===== src/rtl/riscv_pkg.sv =====
package riscv_pkg;

  localparam int unsigned XLEN = 32;
  localparam int unsigned ILEN = 32;

  localparam logic [XLEN-1:0] RESET_PC_DEFAULT = 32'h0000_0000;

  typedef struct packed {
    logic [XLEN-1:0] pc;
    logic [ILEN-1:0] instr;
  } fetch_entry_t;

endpackage


===== src/rtl/riscv_fetch_fifo.sv =====
module riscv_fetch_fifo
  import riscv_pkg::*;
#(
  parameter int unsigned DEPTH = 2,
  localparam int unsigned CW = $clog2(DEPTH + 1)
) (
  input  logic          clk,
  input  logic          rst_n,
  input  logic          push_i,
  input  fetch_entry_t  push_data_i,
  input  logic          pop_i,
  input  logic          flush_i,
  output fetch_entry_t  head_o,
  output logic [CW-1:0] count_o,
  output logic          full_o,
  output logic          empty_o
);

  localparam int unsigned AW = $clog2(DEPTH);

  fetch_entry_t  mem_q [DEPTH];
  fetch_entry_t  mem_d [DEPTH];
  logic [AW-1:0] wr_ptr_q, wr_ptr_d;
  logic [AW-1:0] rd_ptr_q, rd_ptr_d;
  logic [CW-1:0] count_q, count_d;
  logic          do_push;
  logic          do_pop;

  always_comb begin
    empty_o = (count_q == '0);
    full_o  = (count_q == CW'(DEPTH));
    count_o = count_q;
    head_o  = mem_q[rd_ptr_q];
  end

  always_comb begin
    mem_d    = mem_q;
    wr_ptr_d = wr_ptr_q;
    rd_ptr_d = rd_ptr_q;
    count_d  = count_q;
    do_pop   = pop_i && !empty_o;
    // A full FIFO still accepts a push when the head leaves in the same cycle.
    do_push  = push_i && (!full_o || do_pop);

    if (flush_i) begin
      wr_ptr_d = '0;
      rd_ptr_d = '0;
      count_d  = '0;
    end else begin
      if (do_push) begin
        mem_d[wr_ptr_q] = push_data_i;
        wr_ptr_d        = wr_ptr_q + AW'(1);
      end
      if (do_pop) begin
        rd_ptr_d = rd_ptr_q + AW'(1);
      end
      count_d = count_q + CW'(do_push) - CW'(do_pop);
    end
  end

  always_ff @(posedge clk) begin
    if (!rst_n) begin
      mem_q    <= '{default: '0};
      wr_ptr_q <= '0;
      rd_ptr_q <= '0;
      count_q  <= '0;
    end else begin
      mem_q    <= mem_d;
      wr_ptr_q <= wr_ptr_d;
      rd_ptr_q <= rd_ptr_d;
      count_q  <= count_d;
    end
  end

endmodule


===== src/rtl/riscv_fetch.sv =====
module riscv_fetch
  import riscv_pkg::*;
#(
  parameter logic [31:0] RESET_PC        = RESET_PC_DEFAULT,
  parameter int unsigned FIFO_DEPTH      = 2,
  parameter int unsigned MAX_OUTSTANDING = 2
) (
  input  logic        clk,
  input  logic        rst_n,
  output logic        imem_req_o,
  output logic [31:0] imem_addr_o,
  input  logic        imem_gnt_i,
  input  logic        imem_rvalid_i,
  input  logic [31:0] imem_rdata_i,
  input  logic        redirect_i,
  input  logic [31:0] redirect_pc_i,
  output logic        instr_valid_o,
  output logic [31:0] instr_o,
  output logic [31:0] instr_pc_o,
  input  logic        instr_ready_i
);

  localparam int unsigned CW  = $clog2(MAX_OUTSTANDING + 1);
  localparam int unsigned FCW = $clog2(FIFO_DEPTH + 1);

  logic [31:0]    pc_q, pc_d;
  logic [31:0]    rsp_pc_q, rsp_pc_d;
  logic [CW-1:0]  outstanding_q, outstanding_d;
  logic [CW-1:0]  discard_q, discard_d;

  logic           gnt_acc;
  logic           rsp_live;
  logic [31:0]    redirect_target;

  logic           fifo_push;
  logic           fifo_pop;
  fetch_entry_t   fifo_push_data;
  fetch_entry_t   fifo_head;
  logic [FCW-1:0] fifo_count;
  logic           fifo_full;
  logic           fifo_empty;

  logic           unused_redirect_lsb;

  always_comb begin
    unused_redirect_lsb = ^redirect_pc_i[1:0];
    redirect_target     = {redirect_pc_i[31:2], 2'b00};
  end

  // Holding the request back until a slot is guaranteed means every response has room.
  always_comb begin
    imem_addr_o = pc_q;
    imem_req_o  = rst_n
               && ((int'(outstanding_q) + int'(discard_q)) < int'(MAX_OUTSTANDING))
               && ((int'(outstanding_q) + int'(fifo_count)) < int'(FIFO_DEPTH));
    gnt_acc     = imem_req_o && imem_gnt_i;
    rsp_live    = imem_rvalid_i && (discard_q == '0);
  end

  always_comb begin
    pc_d           = pc_q;
    rsp_pc_d       = rsp_pc_q;
    outstanding_d  = outstanding_q;
    discard_d      = discard_q;
    fifo_push      = 1'b0;
    fifo_push_data = '{pc: rsp_pc_q, instr: imem_rdata_i};

    if (redirect_i) begin
      pc_d          = redirect_target;
      rsp_pc_d      = redirect_target;
      outstanding_d = '0;
      // Everything in flight, plus a same-cycle grant, becomes discard; a
      // same-cycle response retires one of them whichever counter it hit.
      discard_d     = discard_q + outstanding_q + CW'(gnt_acc) - CW'(imem_rvalid_i);
    end else begin
      if (gnt_acc) begin
        pc_d = pc_q + 32'd4;
      end
      if (imem_rvalid_i) begin
        if (discard_q != '0) begin
          discard_d = discard_q - CW'(1);
        end else begin
          fifo_push = 1'b1;
          rsp_pc_d  = rsp_pc_q + 32'd4;
        end
      end
      outstanding_d = outstanding_q + CW'(gnt_acc) - CW'(rsp_live);
    end
  end

  always_comb begin
    instr_valid_o = !fifo_empty;
    instr_o       = fifo_head.instr;
    instr_pc_o    = fifo_head.pc;
    fifo_pop      = instr_valid_o && instr_ready_i;
  end

  riscv_fetch_fifo #(
    .DEPTH (FIFO_DEPTH)
  ) u_fifo (
    .clk         (clk),
    .rst_n       (rst_n),
    .push_i      (fifo_push),
    .push_data_i (fifo_push_data),
    .pop_i       (fifo_pop),
    .flush_i     (redirect_i),
    .head_o      (fifo_head),
    .count_o     (fifo_count),
    .full_o      (fifo_full),
    .empty_o     (fifo_empty)
  );

  always_ff @(posedge clk) begin
    if (!rst_n) begin
      pc_q          <= RESET_PC;
      rsp_pc_q      <= RESET_PC;
      outstanding_q <= '0;
      discard_q     <= '0;
    end else begin
      pc_q          <= pc_d;
      rsp_pc_q      <= rsp_pc_d;
      outstanding_q <= outstanding_d;
      discard_q     <= discard_d;
    end
  end

  a_inflight_bound : assert property (@(posedge clk) disable iff (!rst_n)
    (int'(outstanding_q) + int'(discard_q)) <= int'(MAX_OUTSTANDING));

  a_rsp_expected : assert property (@(posedge clk) disable iff (!rst_n)
    imem_rvalid_i |-> ((outstanding_q != '0) || (discard_q != '0)));

  a_push_has_room : assert property (@(posedge clk) disable iff (!rst_n)
    fifo_push |-> (!fifo_full || fifo_pop));

endmodule


===== config.mk =====
export PLATFORM = sky130hd
export DESIGN_NAME = riscv_fetch
export DESIGN_NICKNAME = d
export VERILOG_FILES = /design/src/rtl/riscv_pkg.sv /design/src/rtl/riscv_fetch_fifo.sv /design/src/rtl/riscv_fetch.sv
export SDC_FILE = /design/constraint.sdc
export NUM_CORES = 1
export LEC_CHECK = 0
export CORE_AREA = 2 2 129 131
export CTS_CLUSTER_DIAMETER = 80
export DETAILED_ROUTE_END_ITERATION = 6
export DIE_AREA = 0 0 131 133
export PLACE_DENSITY = 0.85
export RECOVER_POWER = 25
export SLEW_MARGIN = 40
export SYNTH_ARGS = -nofsm -noshare
export SYNTH_HDL_FRONTEND = slang
export SYNTH_SLANG_ARGS = --single-unit

===== constraint.sdc =====
create_clock -name clk -period 8.48 [get_ports clk]
set_input_delay 1.272 -clock clk [delete_from_list [all_inputs] [get_ports clk]]
set_output_delay 1.272 -clock clk [all_outputs]
set_load 0.02 [all_outputs]

# Yosys cells after proc, flatten, opt, wreduce, memory -nomap -nowiden
# Cells that the tools add are included.
# classes
add_sub_neg	14
n_lt_le_gt_ge	5
n_eq_ne	2
mux	17
bitwise	5
reduce_logical	22
# op_table
cell	count
64-bit 2-to-1 mux	4
32-bit 2-to-1 mux	5
128-bit bitwise mux	1
32-bit by 3-bit adder with 32-bit output, second input constant	2
64-bit demux with 1-bit select	1
1-bit logical AND	8
2-bit AND reduction	4
2-bit nonzero test	4
2-bit by 1-bit adder with 2-bit output	3
2-bit by 2-bit adder with 3-bit output	2
3-bit by 2-bit < comparator with 1-bit output, second input constant	2
2-bit 2-to-1 mux	3
2-bit by 1-bit subtractor with 2-bit output	3
2-bit >= comparator, second input constant	2
2-bit logical NOT	2
1-bit inverter with 2-bit output	2
1-bit 2-to-1 mux	3
1-bit inverter	3
1-bit adder, second input constant	2
2-bit adder	1
2-bit equality test, second input constant	1
1-bit logical NOT	2
2-bit by 1-bit < comparator with 1-bit output, second input constant	1
2-bit inequality test, second input constant	1
3 further kinds	3
# totals
reg_bits	200
in_bits	70
out_inout_bits	98
wordCells	78

# Logic depth before layout (Yosys ltp)
# logic_depth
depth_word	8
depth_mapped	11
ltp_nobuf	10

# Hierarchy
# From an unflattened synthesis, not the netlist that was laid out.
# unflattened
cells_unflattened	1060
area_unflattened_um2	9595.5
# by_module_without_submodules
module	n_inst	cells_per_inst	area_each_um2	seq_area_each_um2
riscv_fetch_fifo	1	584	5800.6	2642.5
riscv_fetch	1	476	3794.9	1281.2

# Worst setup path after synthesis
# OpenSTA, ideal clock, no wires.
# synth_timing
path_kind	in2out
from	in rst_n
to	out imem_req_o
t_arrival_ps	2393
required_ps	7208
setup_slack_ps	4815
stages	3
n_path_buf	1
cell_sequence	buf_2 or4b_2 nor2_1
# synth_via
elab_chain_len	2
# synth_rtl
item	line	source
start, declared	riscv_fetch.sv:9	input logic rst_n,
1-bit logical AND	riscv_fetch.sv:54	&& ((int'(outstanding_q) + int'(discard_q)) < int'(MAX_OUTSTANDING))
1-bit logical AND	riscv_fetch.sv:55	&& ((int'(outstanding_q) + int'(fifo_count)) < int'(FIFO_DEPTH));
end, declared	riscv_fetch.sv:10	output logic imem_req_o,
# No other way between the ends.

# Worst setup path in the final report
# Same ends and word-level chain as after synthesis.

==> results.toml <==
[run_status]
run_status = "finished, violations left"
violations = "max-capacitance violations, max-slew violations"

[yosys]
synth_area_sq_um = 9027
yosysUniqueCellTypes = 53
synth.yosys.warnings = 0
synth_flop_cell = "dfxtp_1"
synth-seq-cells = 192
postSynth.asyncResetShare = 0
synth_seq_area_share = 0.4258
postSynthCellCount = 1110
post_synth_edffs = 0
syn_area_per_cell_sq_um = 8.133

[routing]
firstDrtPassIters = 5
detail_route.drc_violations = 0
routedWlPerCell_um = 17.11
drtAntennaViolNets = 0
detail_route.vias_per_cell = 5.894
route.vias.total = 8529
drt_first_iter_violations = 757
totalWireLength_mm = 24.75

[worst_setup_path]
timing.critical_path.fanout_max = 39
worstReg2RegStart = "outstanding_q[0]$_SDFF_PP0_"
critical_path_class = "in2out"
timing.reg2reg.setup_slack_ps = 4670
cp.required_ps = 7210
crit_start = "rst_n"
endpoint_kind = "output pin"
timing.critical_path.arrival_ps = 4500
reg2reg_depth = 10
startpoint_type = "input pin"
reg2reg_to = "discard_q[1]$_SDFFE_PN0P_"
critPathCapture = "imem_req_o"

[placed_design]
placement.setup.worst_slack_ps = 3583
hpwlAfterDp_mm = 15.91
port_buffers = 161
gpl.final_weighted_congestion = 0.8808

[die]
number_of_placed_i_o_pins = 168
row_count = 47
floorplan.die_area_sq_um = 17420
core_sq_um = 16170
dieHeight_um = 133
initial_utilization = 0.5582
die_w_um = 131

[pwr]
vdd.ir_drop.worst_mv = 0.1586
design_power_total_mw = 2.309
total_leakage_power_nw = 3.872
power_density_over_the_cells_nw_per_um2 = 204.1

[min_path]
min_path_type = "reg2reg"
hold_path.startpoint = "u_fifo.mem_q[66]$_SDFFE_PN0P_"

[clock_network]
cts_setup_buffers = 0
clk_latency_ps = 430
cts.sinks = 192
clkTransAtPathRegs_ps = 70
cts_max_path_buffers = 2
cts.hold.buffers_added = 0
cts_root_buffer = "clkbuf_16"
cts_inserted_buffers = 17
cts_resized = 0
number_of_h_tree_levels = 4
clock_tree_from_tritoncts = "done"

[grt]
grt_pass1_vias = 7855
initial_antenna_violation_count = 0
grt_max_degree = 117
grt_usage = 0.2776
grt-ovfl-total = 0
grt_pass1_wl_mm = 38.81

[cells_and_area]
num_antenna_cells = 0
area_growth_pct = 25.28
final_net_count = 1297
nFillCells = 1279
layout-drive-gt1-share = 0.09617

[timing]
rsz_0062_raised_after_global_routing = "no"
worst_pin_slew_ps = 2359
timing.setup.tns_ps = 0
fin_crit_ps = 5773
finalHoldViolations = 0
headroom_to_the_max_slew_limit = -0.5728
final_critical_path_setup_slack_ps = 2707
fmaxAchievable_ghz = 0.1732
timing.clock.skew_ps = 12.75
setup_viol = 0
timing.final.crit_share = 0.6807
fin_worst_hold_slack_ps = 451.6
slew_viol_final = 117

[job]
cap_viol_max_count = 2
[synthesized netlist by cell type (2+ instances only)]
cell type,number,area [sq um]
nand2_1,279,1047
dfxtp_1,192,3844
a21oi_1,147,735.7
clkbuf_1,79,296.5
mux2_2,62,698.2
o21ai_0,30,150.1
nor4_1,22,137.6
nand4_1,21,131.4
a311oi_1,20,175.2
a31oi_1,20,125.1
nand3_1,20,100.1
o31ai_1,20,150.1
or4_1,20,150.1
nor2_1,17,63.81
xnor2_1,17,148.9
inv_1,14,52.55
nor3_1,12,60.06
and3_1,11,68.82
nor2b_1,10,62.56
and4_1,9,78.83
ha_1,9,112.6
nand2b_1,9,56.30
xor2_1,9,78.83
or3_1,8,50.05
and2_1,4,25.02
buf_4,4,30.03
buf_1,3,11.26
buf_2,3,15.01
fa_1,3,60.06
o211ai_1,3,22.52
o311ai_0,3,26.28
or4b_2,3,30.03
clkinv_1,2,7.510
nor3b_1,2,15.01
nor4b_2,2,30.03
o21a_1,2,15.01
o31a_1,2,17.52
or2_2,2,12.51
[routing by layer]
metal,vias to the layer above,share of wire,track usage
li1,4120,-,-
met1,4039,0.43,0.3677
met2,335,0.47,0.4488
met3,35,0.082,0.06470
met4,0,0.018,0.08511
met5,-,0,0
[sequential cells by signal, summed over array words and instances (netlist names)]
signal and cells:
imem_addr_o 30, u_fifo.rd_ptr_q 1, u_fifo.count_o 2, u_fifo.wr_ptr_q 1, outstanding_q 2, u_fifo.mem_q 124, discard_q 2, rsp_pc_q 30
[per-stage QoR]
stage	area, sq um	utilization	cells
finish	11310	0.6993	1447
global route	11310	0.6993	1447
CTS	11310	0.6995	1447
detailed placement	10680	0.6602	1416
global placement	10660	0.6593	1415
floorplan	9039	-	1113
[worst max-delay path: stages]
cell and delay (ps):
dlygate4sd3_1 520, clkbuf_1 1080, or4b_2 730, nor2_1 230
clkdlybuf4s50_1 650
[cells in the final DEF, fill, tap and decap left out, types with 20 or more instances in the layout]
cell type / instances
a21oi_1: 147
a311oi_1: 20
a31oi_1: 20
clkdlybuf4s50_1: 129
dfxtp_1: 191
dlygate4sd3_1: 31
mux2_2: 62
nand2_1: 279
nand4_1: 21
nor4_1: 21
o21ai_0: 30
o31ai_1: 20
[cell type report]
type                    count  area (sq um)  area share
multi-input cells         815          4802      0.4246
flip-flops and latches    192          3845      0.3400
repair buffers            172          1687      0.1491
clock buffers              20         456.7     0.04038
well taps                 220         275.3     0.02434
clock inverters            11         178.9     0.01582
inverters                  17         65.06    0.005753
[worst min-delay path by stage]
stage	endpoint	slack [ps]	cells after the start
after global routing	u_fifo.mem_q[118]$_SDFFE_PN0P_	470	2
after detailed placement	u_fifo.mem_q[60]$_SDFFE_PN0P_	440	2
after global placement	u_fifo.mem_q[60]$_SDFFE_PN0P_	440	2
after CTS	u_fifo.mem_q[60]$_SDFFE_PN0P_	450	2
final	u_fifo.mem_q[66]$_SDFFE_PN0P_	450	2
after floorplan	u_fifo.mem_q[0]$_SDFFE_PN0P_	430	2
[where the power goes]
| part | internal [mW] | leakage, nW | switching, mW | total, mW |
|---|---|---|---|---|
| Combinational | 0.185 | 2.00 | 0.247 | 0.432 |
| Sequential | 0.955 | 1.57 | 0.0573 | 1.01 |
| Clock | 0.513 | 0.309 | 0.352 | 0.865 |
| Total | 1.65 | 3.87 | 0.656 | 2.31 |
[cell families (layout without fill, tap and decap cells)]
logic type / after synthesis / count (layout) / synth area share
adders and majority gates: 12 / 12 / 0.01913
other: 1 / 4 / 0.0004154
xor gates and xnor gates: 26 / 26 / 0.02523
buffers and inverters: 106 / 220 / 0.04615
DFF: 192 / 192 / 0.4258
and+or+nand+nor: 455 / 455 / 0.2399
muxes: 63 / 63 / 0.07845
AOI/OAI and AO/OA: 255 / 255 / 0.1649
Note: power is estimated with default switching activity, not from simulation.
